File: config.mk
export PLATFORM = sky130hd
export DESIGN_NAME = modbus_frame_tx_flat
export DESIGN_NICKNAME = d
export VERILOG_FILES = /design/src/rtl/modbus_frame_tx_if.sv /design/src/rtl/modbus_frame_tx.sv /design/src/flat_wrapper.sv
export SDC_FILE = /design/constraint.sdc
export NUM_CORES = 1
export LEC_CHECK = 0
export CORE_MARGIN = 2
export CORE_UTILIZATION = 35
export CTS_CLUSTER_DIAMETER = 80
export DETAILED_ROUTE_END_ITERATION = 10
export MAX_ROUTING_LAYER = met4
export SYNTH_ARGS = -nofsm -noshare
export SYNTH_HDL_FRONTEND = slang
export SYNTH_SLANG_ARGS = --single-unit
File: constraint.sdc
create_clock -name clk_in -period 3.93 [get_ports clk_in]
set_clock_uncertainty 0.2 [all_clocks]
set_input_delay 0.9825 -clock clk_in [delete_from_list [all_inputs] [get_ports clk_in]]
set_output_delay 0.9825 -clock clk_in [all_outputs]
set_load 0.03 [all_outputs]
File: src/rtl/modbus_frame_tx_if.sv
// Frame transmitter bus bundle.
// Groups the frame request/status signals, the external buffer read port and
// the byte-transmitter handshake into one interface.
//   master : the frame transmitter (drives busy, frame_done, buf_rd_*, tx_start, tx_data)
//   slave  : the surrounding system (drives frame_start, frame_len, buf_rd_data, tx_state, tx_done)
`timescale 1ns/1ps
interface modbus_frame_tx_if;
  logic       frame_start;
  logic [7:0] frame_len;
  logic       busy;
  logic       frame_done;
  logic       buf_rd_en;
  logic [7:0] buf_rd_addr;
  logic [7:0] buf_rd_data;
  logic       tx_start;
  logic [7:0] tx_data;
  logic       tx_state;
  logic       tx_done;

  modport master (
    input  frame_start, frame_len, buf_rd_data, tx_state, tx_done,
    output busy, frame_done, buf_rd_en, buf_rd_addr, tx_start, tx_data
  );

  modport slave (
    output frame_start, frame_len, buf_rd_data, tx_state, tx_done,
    input  busy, frame_done, buf_rd_en, buf_rd_addr, tx_start, tx_data
  );
endinterface

File: src/rtl/modbus_frame_tx.sv
// Modbus RTU frame transmitter.
// On frame_start it reads frame_len payload bytes from a synchronous buffer,
// hands each one to the UART byte transmitter, computes CRC-16/MODBUS on the
// fly, appends the CRC (low byte first) and then holds t3.5 of line silence
// before pulsing frame_done.
// Ports:
//   clk_in    system clock
//   rst_n_in  asynchronous active-low reset
//   bus       modbus_frame_tx_if.master: frame_start/frame_len/busy/frame_done,
//             buf_rd_en/buf_rd_addr/buf_rd_data, tx_start/tx_data/tx_state/tx_done
`timescale 1ns/1ps
module modbus_frame_tx #(
  parameter int CLK_FREQ  = 50000000,
  parameter int BAUD_RATE = 9600,
  parameter int T35_CLKS  = (BAUD_RATE > 19200) ? (CLK_FREQ / 4000) * 7
                                                : (CLK_FREQ / BAUD_RATE) * 39
) (
  input  logic              clk_in,
  input  logic              rst_n_in,
  modbus_frame_tx_if.master bus
);

  // The gap counter runs 0..T35_CLKS-2; the DONE cycle itself is the last
  // silent clock, so frame_done lands exactly T35_CLKS after the final tx_done.
  localparam int               GAP_W    = (T35_CLKS > 2) ? $clog2(T35_CLKS) : 1;
  localparam logic [GAP_W-1:0] GAP_LAST = GAP_W'(T35_CLKS - 2);

  typedef enum logic [3:0] {
    IDLE, FETCH, LOAD, START, WAIT, CRC_LO, CRC_HI, GAP, DONE
  } state_t;

  // Which byte the shared START/WAIT handshake is currently sending.
  typedef enum logic [1:0] {PH_DATA, PH_CRC_LO, PH_CRC_HI} phase_t;

  state_t           state;
  phase_t           phase;
  logic [7:0]       len;
  logic [7:0]       idx;
  logic [15:0]      crc;
  logic             crc_run;
  logic [2:0]       crc_bit;
  logic [GAP_W-1:0] gap_cnt;

  // NOTE: all state lives in one clocked block with non-blocking assignments,
  // so every register samples the pre-edge values and ordering inside the
  // block cannot create races.
  always_ff @(posedge clk_in or negedge rst_n_in) begin
    if (!rst_n_in) begin
      state           <= IDLE;
      phase           <= PH_DATA;
      len             <= '0;
      idx             <= '0;
      crc             <= 16'hFFFF;
      crc_run         <= 1'b0;
      crc_bit         <= '0;
      gap_cnt         <= '0;
      bus.busy        <= 1'b0;
      bus.frame_done  <= 1'b0;
      bus.buf_rd_en   <= 1'b0;
      bus.buf_rd_addr <= '0;
      bus.tx_start    <= 1'b0;
      bus.tx_data     <= '0;
    end else begin
      case (state)
        IDLE: begin
          bus.frame_done <= 1'b0;
          if (bus.frame_start && bus.frame_len != 8'd0) begin
            len             <= bus.frame_len;
            idx             <= '0;
            crc             <= 16'hFFFF;
            bus.busy        <= 1'b1;
            bus.buf_rd_en   <= 1'b1;
            bus.buf_rd_addr <= '0;
            state           <= FETCH;
          end
        end

        // Read strobe is already high for this single cycle; data returns in LOAD.
        FETCH: begin
          bus.buf_rd_en <= 1'b0;
          state         <= LOAD;
        end

        LOAD: begin
          bus.tx_data  <= bus.buf_rd_data;
          crc          <= crc ^ {8'h00, bus.buf_rd_data};
          crc_run      <= 1'b1;
          crc_bit      <= '0;
          phase        <= PH_DATA;
          bus.tx_start <= 1'b1;
          state        <= START;
        end

        // tx_done is deliberately ignored here: only a done seen in WAIT
        // belongs to the byte just started.
        START: begin
          if (bus.tx_state) begin
            bus.tx_start <= 1'b0;
            state        <= WAIT;
          end
        end

        WAIT: begin
          if (bus.tx_done) begin
            case (phase)
              PH_DATA: begin
                if (idx != len - 8'd1) begin
                  idx             <= idx + 8'd1;
                  bus.buf_rd_en   <= 1'b1;
                  bus.buf_rd_addr <= idx + 8'd1;
                  state           <= FETCH;
                end else begin
                  state <= CRC_LO;
                end
              end
              PH_CRC_LO: state <= CRC_HI;
              PH_CRC_HI: begin
                gap_cnt <= '0;
                state   <= GAP;
              end
              default: state <= IDLE;
            endcase
          end
        end

        CRC_LO: begin
          bus.tx_data  <= crc[7:0];
          phase        <= PH_CRC_LO;
          bus.tx_start <= 1'b1;
          state        <= START;
        end

        CRC_HI: begin
          bus.tx_data  <= crc[15:8];
          phase        <= PH_CRC_HI;
          bus.tx_start <= 1'b1;
          state        <= START;
        end

        GAP: begin
          if (gap_cnt == GAP_LAST) begin
            bus.frame_done <= 1'b1;
            bus.busy       <= 1'b0;
            state          <= DONE;
          end else begin
            gap_cnt <= gap_cnt + GAP_W'(1);
          end
        end

        DONE: begin
          bus.frame_done <= 1'b0;
          state          <= IDLE;
        end

        default: state <= IDLE;
      endcase

      // Bit-serial CRC: one shift per clock for 8 clocks after each LOAD.
      // A byte on the line lasts far longer than 8 clocks, so the result is
      // settled before the next LOAD or the CRC_LO read.
      if (crc_run) begin
        crc     <= crc[0] ? ((crc >> 1) ^ 16'hA001) : (crc >> 1);
        crc_bit <= crc_bit + 3'd1;
        if (crc_bit == 3'd7) crc_run <= 1'b0;
      end
    end
  end

endmodule
File: src/flat_wrapper.sv
// flat-port wrapper written by rule: the top's interface ports become plain ports
module modbus_frame_tx_flat 
#(
  parameter int CLK_FREQ  = 50000000,
  parameter int BAUD_RATE = 9600,
  parameter int T35_CLKS  = (BAUD_RATE > 19200) ? (CLK_FREQ / 4000) * 7
                                                : (CLK_FREQ / BAUD_RATE) * 39
)
  (clk_in, rst_n_in, bus_frame_start, bus_frame_len, bus_buf_rd_data, bus_tx_state, bus_tx_done, bus_busy, bus_frame_done, bus_buf_rd_en, bus_buf_rd_addr, bus_tx_start, bus_tx_data);
  modbus_frame_tx_if bus_i ();
  input  logic clk_in;
  input  logic rst_n_in;
  input wire logic [$bits(bus_i.frame_start)-1:0] bus_frame_start;
  input wire logic [$bits(bus_i.frame_len)-1:0] bus_frame_len;
  input wire logic [$bits(bus_i.buf_rd_data)-1:0] bus_buf_rd_data;
  input wire logic [$bits(bus_i.tx_state)-1:0] bus_tx_state;
  input wire logic [$bits(bus_i.tx_done)-1:0] bus_tx_done;
  output wire logic [$bits(bus_i.busy)-1:0] bus_busy;
  output wire logic [$bits(bus_i.frame_done)-1:0] bus_frame_done;
  output wire logic [$bits(bus_i.buf_rd_en)-1:0] bus_buf_rd_en;
  output wire logic [$bits(bus_i.buf_rd_addr)-1:0] bus_buf_rd_addr;
  output wire logic [$bits(bus_i.tx_start)-1:0] bus_tx_start;
  output wire logic [$bits(bus_i.tx_data)-1:0] bus_tx_data;
  assign bus_i.frame_start = bus_frame_start;
  assign bus_i.frame_len = bus_frame_len;
  assign bus_i.buf_rd_data = bus_buf_rd_data;
  assign bus_i.tx_state = bus_tx_state;
  assign bus_i.tx_done = bus_tx_done;
  assign bus_busy = bus_i.busy;
  assign bus_frame_done = bus_i.frame_done;
  assign bus_buf_rd_en = bus_i.buf_rd_en;
  assign bus_buf_rd_addr = bus_i.buf_rd_addr;
  assign bus_tx_start = bus_i.tx_start;
  assign bus_tx_data = bus_i.tx_data;
  modbus_frame_tx #(.CLK_FREQ(CLK_FREQ), .BAUD_RATE(BAUD_RATE), .T35_CLKS(T35_CLKS)) u_core (.clk_in(clk_in), .rst_n_in(rst_n_in), .bus(bus_i));
endmodule
## Word-level counts from Yosys, hierarchy flattened

Cells that the tools add are included.
Widths: inputs -> output; s select.

- Register bits: 72
- Input bits: 21
- Output and inout port bits: 20
- Word-level logic and storage cells: 103

- Add/subtract/negate cells: 4
- Eq/ne operators: 22
- Muxes and demuxes: 38
- Bitwise logic cells: 2
- Reduce and logical (&&, ||, !) cells: 24

Operators with widths:

| operator | count |
|---|---|
| $mux 18 | 3 |
| $mux 16 | 3 |
| $pmux 18 s2 | 1 |
| $mux 8 | 4 |
| $pmux 16 s2 | 1 |
| $pmux 4 s6 | 1 |
| $pmux 8 s3 | 1 |
| $add 18x1->18 const B | 1 |
| $eq 18x18->1 const B | 1 |
| $eq 4x3->1 const B | 4 |
| $mux 4 | 4 |
| $pmux 8 s2 | 1 |
| $xor 16x8->16 | 1 |
| $reduce_bool 2->1 | 6 |
| $mux 1 | 10 |
| $ne 2x1->1 const B | 5 |
| $reduce_and 5->1 | 2 |
| $mux 3 | 3 |
| $pmux 3 s3 | 1 |
| $reduce_bool 3->1 | 3 |
| $add 8x1->8 const B | 1 |
| $eq 4x2->1 const B | 2 |
| $ne 8x8->1 | 1 |
| $reduce_and 2->1 | 4 |
| other kinds (21) | 26 |

## Logic depth before layout (Yosys ltp)

- Depth in word-level cells: 6
- Gate-level depth with buffers: 9
- Gate-level depth less buffers: 8

## Worst setup path after synthesis

No wires, ideal clock.

- Path type: in2reg
- Start: in bus_tx_done
- End: reg u_core.gap_cnt[13]
- Library setup time: 78 ps
- Data arrival time: 2,250 ps
- Required time: 3,652 ps
- Path slack: 1,402 ps
- Stages on the path: 5
- Buffers on the path: 0
- Path through: and4bb_1 > o21ai_2 > or4_4 > or3_1 > a21oi_1

- Longest elaborated chain between the ends: 2

Ends and longest elaborated chain:

| element | line | RTL |
|---|---|---|
| start: declaration | flat_wrapper.sv:17 | `input wire logic [$bits(bus_i.tx_done)-1:0] bus_tx_done;` |
| $ne 2x2->1 (no line) | -- |  |
| $reduce_and 4->1 (no line) | -- |  |
| end signal: assignment | modbus_frame_tx.sv:146 | `gap_cnt <= gap_cnt + GAP_W'(1);` |
| end: declaration | modbus_frame_tx.sv:42 | `logic [GAP_W-1:0] gap_cnt;` |

No other way between the ends.
A chain may end at the register's enable or synchronous reset.

## Worst setup path after layout

Ends and elaborated chain as after synthesis.

==> out/qor.yml <==
run_status:
  outcome: "completed"
grt:
  use_met1: 0.2157
  grt_use_total: 0.1619
  grt-busiest-layer: "met2"
  grt_pass1_vias: 3245
  wire_length_of_the_first_global_routing_pass_um: 15970
  antenna_found_initial: 0
  gr-usage-met3: 0.03499
  largest_net_degree_at_the_start_of_global_routing: 42
  globalRouteOverflowTotal: 0
  grtUsageMet2: 0.2466
timing:
  timing.setup.tns_ns: 0
  final.min_clock_period_ns: 2.979
  max_freq_mhz: 335.7
  finalHoldWorstSlack_ns: 0.2952
  final-setup-viol-count: 0
  rsz0062_at_grt: "no"
  timing_max_transition_violations_final: 0
  timing_worst_slew_pin_value_ns: 1.029
  report.final.hold_viol_count: 0
  period_share: 0.7581
  slew_headroom: 0.3101
setup_path:
  worstReg2RegEnd: "u_core.idx[0]"
  startpoint: "bus_tx_done"
  path_depth: 6
  setup.worst_path.end: "u_core.gap_cnt[13]"
  top_fanout_value_on_the_critical_path: 14
  ff2ff_path_depth: 7
  rr_startpoint: "u_core.len[0]"
  startpoint_type: "primary input"
  cp_bufs_invs: 1
  critical_path_class: "primary input to flop"
  critical-path-top-delay-family: "simple AND/OR/NAND/NOR gates"
  timing.reg2reg.setup_slack_ns: 1.26
  critical_path_arrival_ns: 3.04
  critical-path-max-stage-delay_ns: 0.62
  cell_with_the_largest_stage_delay_on_the_worst_path: "sky130_fd_sc_hd__or4_4"
  timing.critical_path.required_ns: 3.99
  crit_path_cell_trace: "clkdlybuf4s50_1 > and4bb_1 > o21ai_2 > or4_4 > or3_1 > a21oi_1"
  critical_path.endpoint_type: "flop"
synth:
  synth_enable_flop_cells: 0
  asyncSetResetFlopFracSynth: 1.000
  synthesized_net_count: 460
  synth_cell_type_count: 67
  synth_area_um2: 3991
  dominantRegCellSynth: "sky130_fd_sc_hd__dfrtp_1"
  postSynthCellCount: 430
  synth_xor_xnor_area_share: 0.05705
  combinational_family_with_the_most_area_after_synthesis: "simple AND/OR/NAND/NOR gates"
  synthAdderAreaFrac: 0.02821
  post_synth.cell_area_avg_um2: 9.282
  yosysWarnings: 0
  synth-seq-area-share: 0.4564
  synth.ff_latch_count: 72
  synth_simple_gate_area_frac: 0.2480
  synth.mux.area_fraction: 0.007524
  synth_area_in_compound_gates: 0.1674
routing:
  dr.pass1.iters: 5
  drc_errors: 0
  avgViaCountPerCell: 5.399
  drtIter0Drc: 209
  drtAntennaViolNets: 0
  vias: 3315
  total_wire_length_um: 9307
  drt-wirelength-per-cell_um: 15.16
floorplan:
  die_area_um2: 12270
  dieWidth_um: 110.8
  ios: 41
  placeableCoreArea_um2: 10980
  height_of_the_die_um: 110.8
  initial_utilization: 0.3634
  fp-row-count: 38
clock_network:
  cts-root-to-sink-buffers: 2
  worst_skew_pair.late_latency_ns: 0.33
  count_of_buffers_added_by_post_cts_timing_repair_for_setup: 0
  cts_tree: "built"
  h-tree-depth: 3
  post_cts_resized: 0
  root_buffer_cell: "sky130_fd_sc_hd__clkbuf_16"
  postCtsHoldBufs: 0
  cts.sinks: 72
  worst_setup_hold_path_clk_slew_ns: 0.06
  cts_made_buffers: 9
place:
  place_hpwl_um: 6428
  routabilityCongestion: 0.8217
  io_buffers: 40
cells_and_area:
  num_antenna_cells: 0
  fraction_of_layout_instances_using_a_drive_strength_above_1: 0.1055
  fillers: 1047
  nets: 499
  area_occupied_by_multi_input_gates_um2: 2028
  area_growth_pct: 20.56
  layout.area.seq_um2: 1822
  finalCoreUtilization: 0.4381
min_path:
  min_path_type: "flop to flop"
power:
  leakage_uw: 0.001915
  power_density_nw_per_um2: 729.1
  vdd_ir_drop_max_mv: 0.4165
run:
  max_cap_viols: 0
worst min path at each step:
| stage | start | to | slack, ns | depth (start not counted) |
|---|---|---|---|---|
| floorplan | u_core.crc_bit[0] | u_core.crc_bit[0] | 0.25 | 1 |
| global placement | u_core.crc_bit[0] | u_core.crc_bit[0] | 0.27 | 1 |
| detailed placement | u_core.crc_bit[0] | u_core.crc_bit[0] | 0.29 | 1 |
| CTS | u_core.crc_bit[0] | u_core.crc_bit[0] | 0.30 | 1 |
| global route | u_core.len[7] | u_core.len[7] | 0.32 | 2 |
| finish | u_core.crc_bit[0] | u_core.crc_bit[0] | 0.30 | 1 |
Yosys cell counts, drive strengths merged (5+ instances only):
cell type  instances  area [µm²]
a21boi             5       37.53
a21oi             10       50.05
a22oi             11       82.58
a31oi              7       43.79
buf                9       62.55
clkbuf             8       30.03
dfrtp             56        1401
dfstp             16       420.4
ha                 9       112.6
inv               12       45.04
nand2             54       202.7
nand3             14       75.07
nand4              7       43.79
nor2              55       209.0
nor3              19       110.1
nor4               9       62.56
o21ai             26       133.9
o22a              12       105.1
xnor2             21       183.9
xor2               5       43.79
worst register-to-register path: cells and delay by family, from the launching register on:
kind                       cells  cell delay, ns
AOI/OAI and AO/OA              2            0.78
adders and majority gates      1            0.28
buffers and inverters          1            0.09
DFF                            1            0.44
muxes                          1            0.16
and+or+nand+nor                2            0.59
layout make-up:
class / count / share of cell area
tap: 140 / 0.03640
multi-input combinational: 328 / 0.4215
inverter: 13 / 0.01014
timing repair buffer: 45 / 0.09256
clock buffer: 11 / 0.05252
clock inverter: 5 / 0.008320
sequential: 72 / 0.3786
layer usage:
layer | part of all wire | vias to the layer above
met3 | 0.040 | 9
met4 | 0.011 | 0
met1 | 0.48 | 1609
met5 | 0 | -
li1 | - | 1631
met2 | 0.47 | 66
state kept, by name, summed over array words and instances (netlist names), 2 cells and up:
| name | flops |
|---|---|
| u_core.gap_cnt | 18 |
| u_core.crc | 16 |
| u_core.bus.tx_data | 8 |
| u_core.idx | 8 |
| u_core.len | 8 |
| u_core.state | 4 |
| u_core.crc_bit | 3 |
| u_core.phase | 2 |
metrics by stage:
step	worst slack, ns	power, µW	area [µm²]	std cells
finish	0.9508	3508	4812	614
global route	0.8272	3771	4812	614
CTS	0.9600	3545	4812	614
detailed placement	0.6038	2735	4519	598
global placement	0.6465	2704	4519	598
floorplan	1.402	2304	3991	430
cells in the final DEF, fill, tap and decap left out, types with 4 or more instances in the layout:
cell,instances
sky130_fd_sc_hd__o21ai_1,7
sky130_fd_sc_hd__a21oi_1,10
sky130_fd_sc_hd__nand3_1,13
sky130_fd_sc_hd__clkdlybuf4s50_1,39
sky130_fd_sc_hd__clkbuf_16,9
sky130_fd_sc_hd__nand2_1,54
sky130_fd_sc_hd__a31oi_1,7
sky130_fd_sc_hd__dfrtp_1,56
sky130_fd_sc_hd__inv_1,12
sky130_fd_sc_hd__o21ai_0,18
sky130_fd_sc_hd__dfstp_2,16
sky130_fd_sc_hd__nor4_1,8
sky130_fd_sc_hd__nand4_1,7
sky130_fd_sc_hd__a22oi_1,11
sky130_fd_sc_hd__ha_1,9
sky130_fd_sc_hd__xor2_1,5
sky130_fd_sc_hd__xnor2_1,21
sky130_fd_sc_hd__buf_4,4
sky130_fd_sc_hd__o22a_1,12
sky130_fd_sc_hd__nor2_1,54
sky130_fd_sc_hd__nor3_1,16
logic make-up (layout without fill, tap and decap cells):
logic type	count (synthesis)	count (layout)
flops	72	72
fa+ha+maj	9	9
mux	3	3
compound gates	96	96
buf+inv	30	74
xor+xnor	26	26
simple gates	194	194
where the power goes:
| group | internal [µW] | switching (µW) | leakage (µW) |
|---|---|---|---|
| clock network | 465 | 319 | 0.000134 |
| registers | 1040 | 296 | 0.000884 |
| logic | 606 | 782 | 0.000896 |
(Power assumes the default switching activity.)
